--- src/rtl/idwt_pkg.sv ---
// idwt_pkg: shared constants, coefficients and sample type for the db2 reconstruction FIR
// Contents: TAPS, default widths, Q2.14 synthesis filters H0/H1, sample_t.
package idwt_pkg;
  localparam int TAPS = 4;
  localparam int DATA_W_DEF = 16;
  localparam int FRAC_DEF = 14;
  localparam int ACC_W_DEF = 36;
  localparam int COEF_W = 16;
  typedef logic signed [DATA_W_DEF-1:0] sample_t;
  localparam logic signed [COEF_W-1:0] H0 [TAPS] = '{16'sd7913, 16'sd13705, 16'sd3672, -16'sd2120};
  localparam logic signed [COEF_W-1:0] H1 [TAPS] = '{-16'sd2120, -16'sd3672, 16'sd13705, -16'sd7913};
endpackage

--- src/rtl/idwt_tap_line.sv ---
// idwt_tap_line: N-deep shift register with shift enable and synchronous clear
// Ports: clk, reset (async, active high), shift_i (advance one place), clr_i (zero all taps),
//        d_i (new sample), taps_o (taps_o[0] newest .. taps_o[N-1] oldest).
module idwt_tap_line #(
  parameter int W = 16,
  parameter int N = 4
) (
  input  logic                clk,
  input  logic                reset,
  input  logic                shift_i,
  input  logic                clr_i,
  input  logic [W-1:0]        d_i,
  output logic [N-1:0][W-1:0] taps_o
);
  logic [N-1:0][W-1:0] taps_q;
  always_ff @(posedge clk or posedge reset)
    if (reset) taps_q <= '0;
    else if (clr_i) taps_q <= '0;
    else if (shift_i) taps_q <= {taps_q[N-2:0], d_i};
  assign taps_o = taps_q;
endmodule

--- src/rtl/idwt_recon_fir.sv ---
// idwt_recon_fir: db2 inverse-DWT reconstruction FIR summing filtered approximation and detail streams
// Ports: clk, reset (async, active high), clk_enable (global stall), in_valid, g_in, f_in (upsampled
//        approximation/detail samples), flush (sync clear), y_out, out_valid, ovf (result out of range).
// Build option: define IDWT_RECON_SAT_EN to clamp out-of-range results instead of wrapping.
// Pipeline: delay lines shift on accept, then products, adder-tree sum, rounded output (3 enabled cycles).
module idwt_recon_fir
  import idwt_pkg::*;
#(
  parameter int DATA_W = DATA_W_DEF,
  parameter int FRAC   = FRAC_DEF,
  parameter int ACC_W  = ACC_W_DEF
) (
  input  logic                     clk,
  input  logic                     reset,
  input  logic                     clk_enable,
  input  logic                     in_valid,
  input  logic signed [DATA_W-1:0] g_in,
  input  logic signed [DATA_W-1:0] f_in,
  input  logic                     flush,
  output logic signed [DATA_W-1:0] y_out,
  output logic                     out_valid,
  output logic                     ovf
);
  localparam int PW = 2 * DATA_W;
  localparam int NP = 2 * TAPS;
  localparam logic signed [ACC_W-1:0] HALF = ACC_W'(1) << (FRAC - 1);
  localparam logic signed [ACC_W-1:0] MAXV = (ACC_W'(1) << (DATA_W - 1)) - ACC_W'(1);
  localparam logic signed [ACC_W-1:0] MINV = ~MAXV;
  logic accept, clr;
  logic [TAPS-1:0][DATA_W-1:0] g_tap, f_tap;
  logic signed [PW-1:0] prod_d [NP];
  logic signed [PW-1:0] prod_q [NP];
  logic signed [ACC_W-1:0] sum_d, sum_q, rnd;
  logic signed [DATA_W-1:0] y_d, y_q;
  logic [2:0] fill_d, fill_q;
  logic ovf_d, ovf_q, v_tap_q, v_prod_q, v_sum_q, out_valid_q;
  // flush beats a simultaneous sample
  assign accept = clk_enable & in_valid & ~flush;
  assign clr    = clk_enable & flush;
  idwt_tap_line #(.W(DATA_W), .N(TAPS)) u_g_line (
    .clk(clk), .reset(reset), .shift_i(accept), .clr_i(clr), .d_i(g_in), .taps_o(g_tap)
  );
  idwt_tap_line #(.W(DATA_W), .N(TAPS)) u_f_line (
    .clk(clk), .reset(reset), .shift_i(accept), .clr_i(clr), .d_i(f_in), .taps_o(f_tap)
  );
  for (genvar i = 0; i < TAPS; i++) begin : g_prod
    assign prod_d[i]        = PW'($signed(g_tap[i])) * PW'(H0[i]);
    assign prod_d[TAPS + i] = PW'($signed(f_tap[i])) * PW'(H1[i]);
  end
  always_comb begin
    sum_d = '0;
    for (int i = 0; i < NP; i++) sum_d = sum_d + ACC_W'(prod_q[i]);
    rnd = (sum_q + HALF) >>> FRAC;
    ovf_d = (rnd > MAXV) || (rnd < MINV);
`ifdef IDWT_RECON_SAT_EN
    y_d = ovf_d ? (rnd[ACC_W-1] ? {1'b1, {(DATA_W-1){1'b0}}} : {1'b0, {(DATA_W-1){1'b1}}}) : rnd[DATA_W-1:0];
`else
    y_d = rnd[DATA_W-1:0];
`endif
    fill_d = clr ? 3'd0 : accept ? fill_q + 3'(fill_q != 3'd4) : fill_q;
  end
  always_ff @(posedge clk or posedge reset)
    if (reset) begin
      for (int i = 0; i < NP; i++) prod_q[i] <= '0;
      sum_q       <= '0;
      y_q         <= '0;
      fill_q      <= '0;
      ovf_q       <= 1'b0;
      v_tap_q     <= 1'b0;
      v_prod_q    <= 1'b0;
      v_sum_q     <= 1'b0;
      out_valid_q <= 1'b0;
    end else if (clk_enable) begin
      for (int i = 0; i < NP; i++) prod_q[i] <= prod_d[i];
      sum_q       <= sum_d;
      fill_q      <= fill_d;
      // a result exists once the 4th sample since reset/flush has entered the taps
      v_tap_q     <= accept && (fill_q >= 3'd3);
      v_prod_q    <= v_tap_q & ~flush;
      v_sum_q     <= v_prod_q & ~flush;
      out_valid_q <= v_sum_q & ~flush;
      ovf_q       <= v_sum_q & ~flush & ovf_d;
      // y_out only moves on a delivered result, so a flush leaves the last value visible
      if (v_sum_q && !flush) y_q <= y_d;
    end
  assign y_out     = y_q;
  assign out_valid = out_valid_q;
  assign ovf       = ovf_q;
endmodule

--- config.mk ---
export PLATFORM = sky130hd
export DESIGN_NAME = idwt_recon_fir
export DESIGN_NICKNAME = d
export VERILOG_FILES = /design/src/rtl/idwt_pkg.sv /design/src/rtl/idwt_tap_line.sv /design/src/rtl/idwt_recon_fir.sv
export SDC_FILE = /design/constraint.sdc
export NUM_CORES = 2
export LEC_CHECK = 0
export CORE_ASPECT_RATIO = 0.75
export CORE_UTILIZATION = 55
export CTS_CLUSTER_SIZE = 25
export DETAILED_ROUTE_END_ITERATION = 6
export PLACE_DENSITY = 0.82
export SLEW_MARGIN = 40
export SYNTH_ARGS = -nofsm -noshare
export SYNTH_HDL_FRONTEND = slang
export SYNTH_SLANG_ARGS = --single-unit
--- constraint.sdc ---
create_clock -name clk -period 40.9 [get_ports clk]
set_input_delay 8.18 -clock clk [delete_from_list [all_inputs] [get_ports clk]]
set_output_delay 8.18 -clock clk [all_outputs]
set_load 0.03 [all_outputs]
==> reports/results.txt <==
Starting Density -> 0.558
Avg Cell Area, Syn -> 10.0 µm²
Synth unique cells -> 75
DIE AREA -> 98,200 µm²
Post-route minimum period -> 10,790 ps
Seq/Total Area, Yosys -> 0.188
CTS buffer count -> 43
Fin crit share -> 0.264
Final ANT Viol Nets -> 0
Min-Delay Endpoint -> y_out[15]$_DFFE_PP0P_
Initial antenna violation count -> 4
Synth-to-Final Area Change -> 6.44%
Port Buffer Count -> 54
Vias in the first global route -> 39,000
Maxcap violations -> 0
Worst setup EP type -> register
Min-Delay Startpoint -> y_out[15]$_DFFE_PP0P_
DRC -> 0
Clk sink count -> 401
Synth cell count leaders -> inv_1, ha_1, fa_1, dfrtp_1, nand2_1
Clock root cell -> clkbuf_16
First-pass GRT wire length -> 209,000 µm
Remaining global-route overflow -> 0
FP Rows -> 98
YS warnings -> 0
Fill count -> 7,652
Clock-pin slew on the worst setup and hold paths -> 70 ps
Hpwl dp -> 105,000 µm
WHS Path Cells -> 2
CTS tree -> built
Fmax -> 92.7 MHz
Worst slew pin tran -> 828 ps
Most common cell in the netlist -> inv_1
CP Cell Sequence -> buf_8, inv_2, nor2_1, and2_2, buf_4, a31oi_1, o21ai_0
Drt pass-1 iters -> 6
Placed Cells incl. Taps -> 6,561
Die Ht -> 272 µm
CP Launch Type -> input pin
Largest cells by area after synthesis -> fa_1, ha_1, dfrtp_1
Die width -> 362 µm
FF-to-FF path depth -> 21
Outcome -> complete, no violations
Worst-path maximum fanout -> 117
Post-Route WL -> 127,000 µm
Max Slew Vio Count -> 0
Post-CTS resize count -> 0
Layout cells sized above 1 -> 0.0433
Vias per std cell -> 5.55
Skew-Pair Late Insertion Delay -> 610 ps
Tightest Hold Check Type -> reg2reg
Syn nets -> 6,989
Worst Setup Path Type -> in2reg
Number of synthesized flops with an enable pin -> 0
Critical path's largest stage delay -> 710 ps
Mapped Cells -> 5,333
Worst Clk Skew -> 38.0 ps
I/O pin cnt -> 55
Largest net degree at the start of global routing -> 161
Synth Cell Area -> 53,300 µm²
CP required -> 41,400 ps
Number of synthesized register bits -> 401
Final hold vios -> 0
Yosys top cell area share -> 0.285
Nets -> 7,013
Total core area -> 95,600 µm²
Crit Reg-Reg Endpoint -> prod_q[251]$_DFFE_PP0P_
RD Place Congestion -> 0.950
Clock Tree Buf Depth -> 3
Setup tns final -> 0 ps
FF-to-FF Start -> u_g_line.taps_o[6]$_DFFE_PP0N_
Via count -> 36,800
Internal reg-to-reg setup slack -> 33,970 ps
Crit path DAT -> 11,290 ps
Ys flop type -> dfrtp_1
Post-CTS setup buffer count -> 0
Async SR Flop Fraction -> 1.00
Fin cells -> 6,637
RSZ-0062 raised after global routing -> false
Gr usage total -> 0.270
Antenna cells -> 0
Max-slew headroom -> 0.448
Final setup violation count -> 0
Cts hold-fix bufs -> 0
Starting DRT DRC Count -> 2,774
Cell taking the most area after synthesis -> fa_1
Htree depth -> 2
Critical-path top delay cell -> nor2_1
Drt wl/cell -> 19.2 µm
==> per-layer routing <==
layer | GRT usage | share of wire
met1 | 0.397 | 0.45
met2 | 0.409 | 0.43
met3 | 0.0601 | 0.093
met4 | 0.0544 | 0.020
met5 | 0 | 0.00031
==> worst max-delay path by stage <==
stage / start / end / slack [ps] / depth (start not counted)
2_1_floorplan: reset / fill_q[0]$_DFFE_PP0P_ / 21570 / 1
3_3_place_gp: clk_enable / fill_q[0]$_DFFE_PP0P_ / 29770 / 7
3_5_place_dp: clk_enable / fill_q[0]$_DFFE_PP0P_ / 29700 / 7
4_1_cts: clk_enable / fill_q[0]$_DFFE_PP0P_ / 30270 / 7
5_1_grt: clk_enable / fill_q[0]$_DFFE_PP0P_ / 29990 / 7
6_report: clk_enable / fill_q[0]$_DFFE_PP0P_ / 30110 / 7
==> cell families after synthesis <==
kind of cell / synth area share
AO/OA/AOI/OAI: 0.0932
XOR/XNOR: 0.0422
adder cells (fa/ha/maj): 0.487
buffers and inverters: 0.106
flip-flops: 0.188
multiplexers: 0.0279
AND/OR/NAND/NOR: 0.0550
==> layout by cell type, fill, tap and decap left out, types with 69 or more instances in the layout <==
master,n
inv_1,1413
ha_1,861
fa_1,758
dfrtp_1,400
nand2_1,257
o21ai_0,224
xnor2_1,188
a21oi_1,181
nor2_1,131
mux2_2,111
a21o_1,95
xor2_1,69
==> critical path: cells and delay by family <==
family / cells / cell delay, ps
buffers and inverters: 3 / 1430
AO/OA/AOI/OAI: 2 / 320
AND/OR/NAND/NOR: 2 / 1240
==> layout make-up <==
type / count / area [µm²] / share of cell area
multi-input cells: 3422 / 37600 / 0.663
flip-flops and latches: 401 / 10000 / 0.177
inverters: 1416 / 5330 / 0.0939
well taps: 1250 / 1560 / 0.0276
clock buffers: 55 / 1160 / 0.0205
repair buffers: 73 / 732 / 0.0129
clock inverters: 20 / 292 / 0.00514
==> flip-flops by register name, summed over array words and instances, names as in the netlist <==
signal and cells:
y_out 16, v_prod_q 1, u_f_line.taps_o 64, prod_q 226
out_valid 1, v_sum_q 1, u_g_line.taps_o 64, fill_q 3
v_tap_q 1, sum_q 23, ovf 1
==> metrics by stage <==
stage          hold WS [ps]  worst slack [ps]  cell area [µm²]   util
4_1_cts                 484             30270            56700  0.593
2_1_floorplan           452             21570            53300      -
3_5_place_dp            469             29700            55300  0.578
6_report                477             30110            56800  0.593
5_1_grt                 514             29990            56800  0.593
3_3_place_gp            472             29770            55200  0.578
Power is not shown: default switching activity piles up to over one toggle a cycle in this logic, so the estimate is an artifact.
